File: src/rtl/prog_loader.sv
// prog_loader: byte-stream program loader writing 12-bit words to program memory.
// Optional trailing XOR checksum byte enabled by macro PROG_LOADER_CHECKSUM_EN.
module prog_loader (
  input  logic        clk,
  input  logic        rst,
  input  logic        start,
  input  logic        in_valid,
  input  logic [7:0]  in_data,
  output logic        in_ready,
  output logic        LE,
  output logic [7:0]  LA,
  output logic [11:0] LI,
  output logic        load_done,
  output logic        busy,
  output logic        err
);

  typedef enum logic [2:0] {
    S_IDLE,
    S_COUNT,
    S_LO,
    S_HI,
    S_CSUM,
    S_DONE,
    S_ERROR
  } state_t;

  state_t      r_state;
  logic [7:0]  r_cnt;
  logic [7:0]  r_addr;
  logic [7:0]  r_lo;
  logic [7:0]  r_acc;

  state_t      w_state;
  logic [7:0]  w_cnt;
  logic [7:0]  w_addr;
  logic [7:0]  w_lo;
  logic [7:0]  w_acc;
  logic        w_le;
  logic [7:0]  w_la;
  logic [11:0] w_li;
  logic        w_done;
  logic        w_err;
  logic        w_xfer;
  logic        w_active;

  // in_ready mirrors the registered state, so a transfer is valid+ready.
  assign w_xfer = in_valid && in_ready;

  // Next-state and next-output logic.
  always_comb begin
    w_state = r_state;
    w_cnt   = r_cnt;
    w_addr  = r_addr;
    w_lo    = r_lo;
    w_acc   = r_acc;
    w_le    = 1'b0;
    w_la    = LA;
    w_li    = LI;
    w_done  = load_done;
    w_err   = err;
    unique case (r_state)
      S_IDLE, S_DONE, S_ERROR: begin
        if (start) begin
          w_state = S_COUNT;
          w_done  = 1'b0;
          w_err   = 1'b0;
          w_addr  = 8'd0;
          w_acc   = 8'd0;
        end
      end
      S_COUNT: begin
        if (w_xfer) begin
          w_acc = r_acc ^ in_data;
          w_cnt = in_data;
          if (in_data == 8'd0) begin
            w_state = S_DONE;
            w_done  = 1'b1;
          end else begin
            w_state = S_LO;
          end
        end
      end
      S_LO: begin
        if (w_xfer) begin
          w_acc   = r_acc ^ in_data;
          w_lo    = in_data;
          w_state = S_HI;
        end
      end
      S_HI: begin
        if (w_xfer) begin
          w_acc  = r_acc ^ in_data;
          w_le   = 1'b1;
          w_la   = r_addr;
          w_li   = {in_data[3:0], r_lo};
          w_addr = r_addr + 8'd1;
          w_cnt  = r_cnt - 8'd1;
          if (r_cnt != 8'd1) begin
            w_state = S_LO;
          end else begin
`ifdef PROG_LOADER_CHECKSUM_EN
            w_state = S_CSUM;
`else
            w_state = S_DONE;
            w_done  = 1'b1;
`endif
          end
        end
      end
      S_CSUM: begin
        if (w_xfer) begin
`ifdef PROG_LOADER_CHECKSUM_EN
          if (in_data == r_acc) begin
            w_state = S_DONE;
            w_done  = 1'b1;
          end else begin
            w_state = S_ERROR;
            w_err   = 1'b1;
          end
`else
          w_state = S_DONE;
          w_done  = 1'b1;
`endif
        end
      end
      default: w_state = S_IDLE;
    endcase
  end

  assign w_active = (w_state == S_COUNT) || (w_state == S_LO) ||
                    (w_state == S_HI) || (w_state == S_CSUM);

  // State, datapath and registered outputs; reset wins over everything.
  always_ff @(posedge clk) begin
    if (!rst) begin
      r_state   <= S_IDLE;
      r_cnt     <= 8'd0;
      r_addr    <= 8'd0;
      r_lo      <= 8'd0;
      r_acc     <= 8'd0;
      in_ready  <= 1'b0;
      LE        <= 1'b0;
      LA        <= 8'd0;
      LI        <= 12'd0;
      load_done <= 1'b0;
      busy      <= 1'b0;
      err       <= 1'b0;
    end else begin
      r_state   <= w_state;
      r_cnt     <= w_cnt;
      r_addr    <= w_addr;
      r_lo      <= w_lo;
      r_acc     <= w_acc;
      in_ready  <= w_active;
      LE        <= w_le;
      LA        <= w_la;
      LI        <= w_li;
      load_done <= w_done;
      busy      <= w_active;
      err       <= w_err;
    end
  end

endmodule

File: config.mk
export PLATFORM = sky130hd
export DESIGN_NAME = prog_loader
export DESIGN_NICKNAME = d
export VERILOG_FILES = /design/src/rtl/prog_loader.sv
export SDC_FILE = /design/constraint.sdc
export NUM_CORES = 1
export LEC_CHECK = 0
export ABC_AREA = 1
export BUFFER_PORTS_ARGS = -buffer_cell sky130_fd_sc_hd__buf_2
export CAP_MARGIN = 10
export CORE_MARGIN = 2
export CORE_UTILIZATION = 45
export CTS_BUF_LIST = sky130_fd_sc_hd__clkbuf_16
export DETAILED_ROUTE_END_ITERATION = 8
export PLACE_DENSITY = 0.74
export SYNTH_ARGS = -nofsm -noshare
export SYNTH_HDL_FRONTEND = slang
export SYNTH_SLANG_ARGS = --single-unit
export TNS_END_PERCENT = 20
File: constraint.sdc
create_clock -name clk -period 3.3 [get_ports clk]
set_input_delay 0.66 -clock clk [delete_from_list [all_inputs] [get_ports clk]]
set_output_delay 0.66 -clock clk [all_outputs]
set_load 0.02 [all_outputs]
==> out/metrics.yaml <==
status: "finished, final reports clean"
clock_latency_ns: 0.29
core-area_um2: 5070
drt_pass1_iterations: 4
cp_max_fo: 24
gr-total-overflow: 0
antenna_found_initial: 0
hold_viol_final: 0
start_kind: "register"
cts_setup_buffers: 0
yosys_warnings: 0
grt_max_degree: 35
n_antenna_cell: 0
p_switching_uw: 480
drv_cap: 0
grt_usage: 0.185
grt_pass1_vias: 2055
power.density_nw_per_um2: 557
via_count: 2239
min_from: "r_cnt[6]"
dieArea_um2: 5800
synth_top_area_cell: "dfxtp_1"
fin_nets: 396
synth-seq-area-share: 0.428
synth_top_area_frac: 0.428
die_w_um: 76.1
finalCritPeriodShare: 0.609
final.min_clock_period_ns: 2.01
multi_input_area_um2: 1140
initial_core_util: 0.461
cts_buffer_depth: 2
syn_area_per_cell_um2: 6.67
cp-end-kind: "register"
cts_num_sinks: 50
die_y_um: 76.1
cts_tree: "yes"
dp_hpwl_um: 3580
rsz0062_at_grt: "false"
clock-root-buffer: "clkbuf_16"
final-seq-area_um2: 1000
routed_wl_um: 5160
switching_share: 0.320
fin_setup_tns_ns: 0
cts-hold-fix-buffers: 0
netlist_top_cells_area: "dfxtp_1, nor2_1, nand2_1"
final_max_slew_viol_count: 0
port_buffers: 35
synthFlopType: "dfxtp_1"
numCtsBuffers: 5
grt_pass1_wl_um: 8950
drcViolationCount: 0
vias_per_cell: 4.95
finalSetupViolations: 0
cp_data_arrival_time_ns: 2.23
syn_to_final_growth_pct: 15.2
crit_start: "r_state[2]"
ys_seq_elements: 50
antenna_left: 0
synth_commonest_cells: "nor2_1, nand2_1, dfxtp_1, o21ai_0, inv_1"
cts.repair.resized: 0
synth_fp_nets: 366
rows: 26
htree_num_levels: 2
synth_area_um2: 2340
path_class: "reg -> reg"
synthDistinctLibCells: 25
power_frac_comb: 0.217
power_leakage_uw: 0.00133
ys_async_sr_fraction: 0
drt_iter0_markers: 157
p_int_uw: 1020
synth_most_common_cell: "nor2_1"
ir_drop_mv: 0.242
fmaxAchievable_ghz: 0.498
hp-class: "reg -> reg"
drive_gt1_frac: 0.128
hold_ws_ns: 0.473
path_clk_slew_ns: 0.07
tightest_slew_ns: 0.716
relSlewSlack: 0.521
pwr-share-clk: 0.343
crit_required_ns: 3.52
io_pins: 37
postSynthCellCount: 351
skew_ns: 0.00597
power_uw: 1500
synth_edf_count: 0
fill_cells: 522
gp_congestion: 0.857
crit-reg2reg-launch: "r_state[2]"
wl_per_cell_um: 11.4
seq_power_share: 0.440
[power groups by stage]
stage | Sequential [µW] | Combinational (µW) | Clock (µW)
after floorplan | 687 | 240 | 0
after global placement | 675 | 319 | 0
after detailed placement | 674 | 321 | 0
after CTS | 661 | 323 | 519
after global routing | 666 | 373 | 552
final | 661 | 326 | 515
[path summary, 6_finish.rpt]
| path | end | slack (ns) | cells after the start |
|---|---|---|---|
| setup / recovery | r_addr[0] | 1.29 | 8 |
| hold / removal | r_cnt[6] | 0.47 | 2 |
| setup reg to reg | r_addr[0] | 1.29 | 8 |
| hold reg to reg | r_cnt[6] | 0.47 | 2 |
[worst max-delay path, stage by stage, from the launching register on]
cell     delay [ns]
dfxtp_1        0.35
inv_1          0.18
nand3_2        0.32
nor2_2         0.17
buf_4          0.25
inv_1          0.30
nor2_1         0.23
a21oi_1        0.06
nor2_1         0.08
[routing by layer]
layer,share of wire,vias to the layer above,wire length [µm],GRT usage
li1,-,1181,-,-
met1,0.48,999,2470,0.239
met2,0.46,52,2390,0.315
met3,0.045,7,232,0.0320
met4,0.011,0,58,0.0618
met5,0,-,0,0
[kinds of logic (layout without fill, tap and decap cells)]
kind of cell	count (synthesis)	after routing	share of synthesized area
buffers and inverters	48	79	0.0834
flip-flops	50	50	0.428
AND/OR/NAND/NOR	176	176	0.303
other	1	1	0.00160
XOR/XNOR	4	4	0.0150
adder cells (fa/ha/maj)	3	3	0.0160
AO/OA/AOI/OAI	69	69	0.154
[area by class of cell]
| cell class | instances | share of cell area |
|---|---|---|
| flip-flops and latches | 50 | 0.371 |
| multi-input cells | 253 | 0.424 |
| well taps | 70 | 0.0325 |
| clock inverters | 3 | 0.00881 |
| clock buffers | 5 | 0.0464 |
| inverters | 35 | 0.0492 |
| repair buffers | 36 | 0.0677 |
[stage by stage]
| step | std cells | setup slack (ns) | util | instance area, µm² |
|---|---|---|---|---|
| 6_report | 452 | 1.29 | 0.532 | 2700 |
| 5_1_grt | 452 | 1.04 | 0.532 | 2700 |
| 4_1_cts | 452 | 1.30 | 0.532 | 2700 |
| 3_5_place_dp | 444 | 1.21 | 0.502 | 2550 |
| 3_3_place_gp | 444 | 1.27 | 0.502 | 2550 |
| 2_1_floorplan | 351 | 1.59 | - | 2340 |
[flip-flops by register name, indices dropped and copies added, names as in the netlist]
name and count:
LE 1, LI 12, r_lo 8, busy 1
load_done 1, LA 8, r_addr 8, r_state 3
r_cnt 8
[cells in the final DEF, fill, tap and decap left out, types with 3 or more instances in the layout]
cell,instances
buf_2,35
nand2_1,67
inv_1,34
o21ai_0,39
a21oi_1,23
nand4_1,5
nand3_1,14
dfxtp_1,50
xor2_1,4
nor2_1,84
clkbuf_16,5
a31oi_1,3
ha_1,3
Note: power is estimated with default switching activity, not from simulation.
